**src/rtl/regfile_wb_arbiter.sv**
```systemverilog
// rtl/regfile_wb_arbiter.sv - three-source register-file write-back arbiter
//
// Collects register write-backs from three requesters and issues at most one
// write per cycle to the register-file write port.
//   EX  (ALU results)    : ex_valid/ex_ready, ex_addr, ex_be, ex_data
//   MEM (load results)   : mem_valid/mem_ready, mem_addr, mem_be, mem_data
//   DBG (debug writes)   : dbg_valid/dbg_ready, dbg_addr, dbg_be, dbg_data
//   flush                : discards the EX slot
//   wr_en/wr_addr/wr_data: registered write port (wr_en is a byte-enable pair)
//   busy                 : per-register pending-write scoreboard
// Byte enables: bit1 = low half-word, bit0 = high half-word.
// Each requester owns one slot. Priority is MEM > EX > DBG, except that
// MEM/EX writes to the same register issue in load order, and a starved
// DBG slot is forced through after STARVE_LIMIT lost cycles.

module regfile_wb_arbiter #(
  parameter int REG_WIDTH    = 16,
  parameter int REG_COUNT    = 8,
  parameter int STARVE_LIMIT = 4,
  localparam int AW = (REG_COUNT > 1) ? $clog2(REG_COUNT) : 1
) (
  input  logic                 clk,
  input  logic                 rst,

  input  logic                 ex_valid,
  output logic                 ex_ready,
  input  logic [AW-1:0]        ex_addr,
  input  logic [1:0]           ex_be,
  input  logic [REG_WIDTH-1:0] ex_data,

  input  logic                 mem_valid,
  output logic                 mem_ready,
  input  logic [AW-1:0]        mem_addr,
  input  logic [1:0]           mem_be,
  input  logic [REG_WIDTH-1:0] mem_data,

  input  logic                 dbg_valid,
  output logic                 dbg_ready,
  input  logic [AW-1:0]        dbg_addr,
  input  logic [1:0]           dbg_be,
  input  logic [REG_WIDTH-1:0] dbg_data,

  input  logic                 flush,

  output logic [1:0]           wr_en,
  output logic [AW-1:0]        wr_addr,
  output logic [REG_WIDTH-1:0] wr_data,

  output logic [REG_COUNT-1:0] busy
);

  localparam int CW = (STARVE_LIMIT > 0) ? $clog2(STARVE_LIMIT + 1) : 1;

  // Slot storage
  logic                 ex_full, mem_full, dbg_full;
  logic [AW-1:0]        ex_slot_addr, mem_slot_addr, dbg_slot_addr;
  logic [1:0]           ex_slot_be, mem_slot_be, dbg_slot_be;
  logic [REG_WIDTH-1:0] ex_slot_data, mem_slot_data, dbg_slot_data;

  // Set when the EX slot was loaded at an earlier (or the same) edge as the
  // MEM slot; only consulted when both are full and target the same register.
  logic                 ex_first;
  logic [CW-1:0]        dbg_cnt;

  logic                 grant_ex, grant_mem, grant_dbg;
  logic                 issue;
  logic [AW-1:0]        sel_addr;
  logic [1:0]           sel_be;
  logic [REG_WIDTH-1:0] sel_data;
  logic                 ex_load, mem_load, dbg_load;
  logic                 ex_stays, mem_stays;

  // Ready is derived from registered fullness only, so a slot emptied at an
  // edge cannot be refilled at that same edge.
  assign ex_ready  = !rst && !ex_full && !flush;
  assign mem_ready = !rst && !mem_full;
  assign dbg_ready = !rst && !dbg_full;

  // be=00 completes the handshake but is a no-op.
  assign ex_load  = ex_valid  && ex_ready  && (ex_be  != 2'b00);
  assign mem_load = mem_valid && mem_ready && (mem_be != 2'b00);
  assign dbg_load = dbg_valid && dbg_ready && (dbg_be != 2'b00);

  always_comb begin
    grant_ex  = 1'b0;
    grant_mem = 1'b0;
    grant_dbg = 1'b0;
    if (dbg_full && (dbg_cnt == CW'(STARVE_LIMIT))) begin
      grant_dbg = 1'b1;
    end else if (mem_full && ex_full && (mem_slot_addr == ex_slot_addr)) begin
      // Same-register hazard: keep write order, older slot goes first.
      if (ex_first) grant_ex = 1'b1;
      else          grant_mem = 1'b1;
    end else if (mem_full) begin
      grant_mem = 1'b1;
    end else if (ex_full) begin
      grant_ex = 1'b1;
    end else if (dbg_full) begin
      grant_dbg = 1'b1;
    end
  end

  always_comb begin
    sel_addr = ex_slot_addr;
    sel_be   = ex_slot_be;
    sel_data = ex_slot_data;
    if (grant_mem) begin
      sel_addr = mem_slot_addr;
      sel_be   = mem_slot_be;
      sel_data = mem_slot_data;
    end else if (grant_dbg) begin
      sel_addr = dbg_slot_addr;
      sel_be   = dbg_slot_be;
      sel_data = dbg_slot_data;
    end
  end

  // A flushed EX grant is swallowed: the cycle produces no write.
  assign issue = grant_mem || grant_dbg || (grant_ex && !flush);

  assign ex_stays  = ex_full && !grant_ex && !flush;
  assign mem_stays = mem_full && !grant_mem;

  always_ff @(posedge clk or posedge rst) begin
    if (rst) begin
      ex_full       <= 1'b0;
      mem_full      <= 1'b0;
      dbg_full      <= 1'b0;
      ex_slot_addr  <= '0;
      mem_slot_addr <= '0;
      dbg_slot_addr <= '0;
      ex_slot_be    <= '0;
      mem_slot_be   <= '0;
      dbg_slot_be   <= '0;
      ex_slot_data  <= '0;
      mem_slot_data <= '0;
      dbg_slot_data <= '0;
      ex_first      <= 1'b1;
      dbg_cnt       <= '0;
      wr_en         <= 2'b00;
      wr_addr       <= '0;
      wr_data       <= '0;
    end else begin
      // EX slot
      if (grant_ex || flush) ex_full <= 1'b0;
      if (ex_load) begin
        ex_full      <= 1'b1;
        ex_slot_addr <= ex_addr;
        ex_slot_be   <= ex_be;
        ex_slot_data <= ex_data;
      end

      // MEM slot
      if (grant_mem) mem_full <= 1'b0;
      if (mem_load) begin
        mem_full      <= 1'b1;
        mem_slot_addr <= mem_addr;
        mem_slot_be   <= mem_be;
        mem_slot_data <= mem_data;
      end

      // DBG slot
      if (grant_dbg) dbg_full <= 1'b0;
      if (dbg_load) begin
        dbg_full      <= 1'b1;
        dbg_slot_addr <= dbg_addr;
        dbg_slot_be   <= dbg_be;
        dbg_slot_data <= dbg_data;
      end

      // Load-order tracking; a same-edge tie favours EX.
      if (ex_load && mem_load)       ex_first <= 1'b1;
      else if (ex_load && mem_stays) ex_first <= 1'b0;
      else if (mem_load && ex_stays) ex_first <= 1'b1;

      // Starvation counter: counts lost cycles while DBG waits.
      if (grant_dbg || !dbg_full) dbg_cnt <= '0;
      else                        dbg_cnt <= dbg_cnt + CW'(1);

      // Output stage: address/data hold when idle.
      if (issue) begin
        wr_en   <= sel_be;
        wr_addr <= sel_addr;
        wr_data <= sel_data;
      end else begin
        wr_en   <= 2'b00;
      end
    end
  end

  always_comb begin
    busy = '0;
    for (int r = 0; r < REG_COUNT; r++) begin
      if ((ex_full  && (ex_slot_addr  == AW'(r))) ||
          (mem_full && (mem_slot_addr == AW'(r))) ||
          (dbg_full && (dbg_slot_addr == AW'(r))) ||
          ((wr_en != 2'b00) && (wr_addr == AW'(r)))) begin
        busy[r] = 1'b1;
      end
    end
  end

endmodule

```
**config.mk**
```make
export PLATFORM = sky130hd
export DESIGN_NAME = regfile_wb_arbiter
export DESIGN_NICKNAME = d
export VERILOG_FILES = /design/src/rtl/regfile_wb_arbiter.sv
export SDC_FILE = /design/constraint.sdc
export NUM_CORES = 1
export LEC_CHECK = 0
export CORE_MARGIN = 3
export CORE_UTILIZATION = 55
export DETAILED_ROUTE_END_ITERATION = 10
export GPL_TIMING_DRIVEN = 1
export PLACE_DENSITY = 0.85
export SLEW_MARGIN = 0
export SYNTH_ARGS = -nofsm -noshare
export SYNTH_HDL_FRONTEND = slang
export SYNTH_SLANG_ARGS = --single-unit
```
**constraint.sdc**
```tcl
create_clock -name clk -period 4.14 [get_ports clk]
set_clock_uncertainty 0.15 [all_clocks]
set_input_delay 0.414 -clock clk [delete_from_list [all_inputs] [get_ports clk]]
set_output_delay 0.414 -clock clk [all_outputs]
set_load 0.02 [all_outputs]
```
==> impl_metrics.env <==
export IMPL_status="finished, final reports clean"
export IMPL_cts_hold_buf=0
export IMPL_fin_hold_ws_ps=320
export IMPL_drc=0
export IMPL_path_clk_slew_ps=100
export IMPL_cts_setup_buffers=0
export IMPL_rsz0062_at_grt="no"
export IMPL_io_pin_count=101
export IMPL_wl_um=11200
export IMPL_dieArea_sq_um=9310
export IMPL_syn_to_final_growth_pct=25.8
export IMPL_max_slew_margin=0.302
export IMPL_required_ps=3580
export IMPL_syn_instance_count=381
export IMPL_vias=3536
export IMPL_cts_buffers=9
export IMPL_drt_pre_antenna_iters=5
export IMPL_post_drt_wl_per_cell_um=19.6
export IMPL_fin_crit_sh=0.765
export IMPL_worstPathArrival_ps=2600
export IMPL_post_dp_hpwl_um=8240
export IMPL_hp_class="flip-flop to flip-flop"
export IMPL_ir_drop_mv=0.457
export IMPL_grt_pass1_wl_um=17300
export IMPL_ys_seq_elements=91
export IMPL_cts_tree="built"
export IMPL_layout_commonest_cell="clkdlybuf4s50_1"
export IMPL_synth_area_sq_um=4510
export IMPL_cts_root_buf="clkbuf_8"
export IMPL_drt_iter0_markers=313
export IMPL_place_area_sq_um=5470
export IMPL_numClockSinks=91
export IMPL_rr_endpoint="wr_data[12]"
export IMPL_worst_pin_slew_ps=1050
export IMPL_synth_cell_types=50
export IMPL_period_needed_ps=3170
export IMPL_final_setup_viol_count=0
export IMPL_layout_common_cells="100 x clkdlybuf4s50_1, 90 x dfrtp_1, 34 x mux2_1, 27 x nor3_1, 26 x mux2_2"
export IMPL_critPathKind="flip-flop to primary output"
export IMPL_cp_endpoint="busy[0]"
export IMPL_io_buffers=100
export IMPL_crit_start="dbg_full"
export IMPL_drt_antenna_violating_nets=0
export IMPL_die_h_um=96.5
export IMPL_grt_usage=0.246
export IMPL_antenna_found_initial=0
export IMPL_worstSetupStartpointType="flip-flop"
export IMPL_max_freq_ghz=0.316
export IMPL_ctsResizeCount=0
export IMPL_r2r_slack_ps=1110
export IMPL_clk_latency_ps=370
export IMPL_ys_warn_count=0
export IMPL_cts_buffer_depth=2
export IMPL_synthesis_nets=452
export IMPL_synth_edff_count=0
export IMPL_synthFlopType="dfrtp_1"
export IMPL_coreArea_sq_um=7850
export IMPL_r2r_start="dbg_full"
export IMPL_crit_path_max_fanout=32
export IMPL_via_per_inst=6.23
export IMPL_setup_tns_ps=0
export IMPL_die_w_um=96.5
export IMPL_htreeDepth=3
export IMPL_report_final_hold_viol_count=0
export IMPL_antenna_cells=0
export IMPL_p_leak_nw=2.34
export IMPL_drive_gt1_frac=0.148
export IMPL_async_reset_ff_frac=1.00
export IMPL_end_kind="primary output"
export IMPL_power_density_nw_per_um2=717
export IMPL_seq_area_frac_synth=0.506
export IMPL_num_nets_final=532
export IMPL_n_fill_cell=577
export IMPL_drv_slew=0
export IMPL_fin_area_sq_um=5670
export IMPL_initial_core_util=0.574
export IMPL_final_core_util=0.722
export IMPL_maxCapViolCount=0
export IMPL_avgSynthCellArea_sq_um=11.8
export IMPL_overflow=0
export IMPL_grt_pass1_vias=3406
export IMPL_rr_worst_depth=6
export IMPL_grt_max_degree=57
export IMPL_rows=32
export IMPL_gp_congestion=0.845
[stage by stage]
stage                     power [W]  worst slack [ps]  cells
final                       0.00406               972    568
after global routing        0.00431               728    568
after CTS                   0.00407               988    568
after detailed placement    0.00349              1170    552
after global placement      0.00339              1250    552
after floorplan             0.00287              1210    381
[how the worst min path moves through the flow]
stage | start | end | slack (ps) | cells past startpoint
5_1_grt | dbg_cnt[0] | dbg_cnt[0] | 330 | 1
2_1_floorplan | dbg_cnt[0] | dbg_cnt[0] | 280 | 1
4_1_cts | dbg_cnt[0] | dbg_cnt[0] | 320 | 1
3_5_place_dp | dbg_cnt[0] | dbg_cnt[0] | 310 | 1
6_report | dbg_cnt[0] | dbg_cnt[0] | 320 | 1
3_3_place_gp | dbg_cnt[0] | dbg_cnt[0] | 300 | 1
[synth_stat cells, types with 5 or more instances]
master / count / area (sq um)
dfrtp_1: 90 / 2250
mux2_1: 34 / 383
nor3_1: 27 / 135
mux2_2: 26 / 293
and3_1: 23 / 144
nand3_1: 22 / 110
a221oi_1: 17 / 149
nand2_1: 17 / 63.8
clkbuf_1: 16 / 60.1
o31ai_2: 11 / 138
buf_2: 10 / 50.1
o31ai_1: 9 / 67.6
buf_4: 6 / 45.0
nor2_1: 6 / 22.5
nand2b_1: 5 / 31.3
[worst max-delay path: stages, from the launching register on]
cell and delay (ps):
dfrtp_1 820, nor2b_1 340, nor3b_1 250, a211oi_1 80
o31ai_1 90, clkdlybuf4s50_1 650
[where the power goes]
| part | leakage (nW) | total, W | internal, W | switching (W) |
|---|---|---|---|---|
| Sequential | 1.09 | 0.00166 | 0.00127 | 0.000382 |
| Combinational | 1.15 | 0.00183 | 0.000880 | 0.000950 |
| Clock | 0.100 | 0.000579 | 0.000234 | 0.000344 |
[flip-flops by register name (all words and copies together) (netlist names), 3 cells and up]
signal,flops
mem_slot_data,16
mem_slot_addr,3
dbg_slot_addr,3
ex_slot_data,16
dbg_slot_data,16
dbg_cnt,3
ex_slot_addr,3
wr_addr,3
wr_data,16
[layout make-up]
cell class	instances	area, sq um	area share
clock buffer	9	124	0.0219
multi-input combinational	250	2010	0.355
tap	102	128	0.0225
inverter	4	16.3	0.00287
sequential	91	2280	0.402
timing repair buffer	105	1040	0.183
clock inverter	7	70.1	0.0124
[routing by layer]
layer,track usage,vias up,wire [um],part of all wire
met5,0,-,0,0
met1,0.329,1747,4820,0.43
met2,0.394,174,5360,0.48
met4,0.0783,0,208,0.019
li1,-,1595,-,-
met3,0.0658,20,765,0.069
[logic make-up (layout without fill, tap and decap cells)]
group / Yosys count / count (layout) / share of synthesized area
AO/OA/AOI/OAI: 66 / 66 / 0.140
XOR/XNOR: 4 / 4 / 0.00944
adder cells (fa/ha/maj): 2 / 2 / 0.00555
buffers and inverters: 40 / 125 / 0.0478
flip-flops: 91 / 91 / 0.506
multiplexers: 60 / 60 / 0.150
AND/OR/NAND/NOR: 118 / 118 / 0.142
Note: power is estimated with default switching activity, not from simulation.
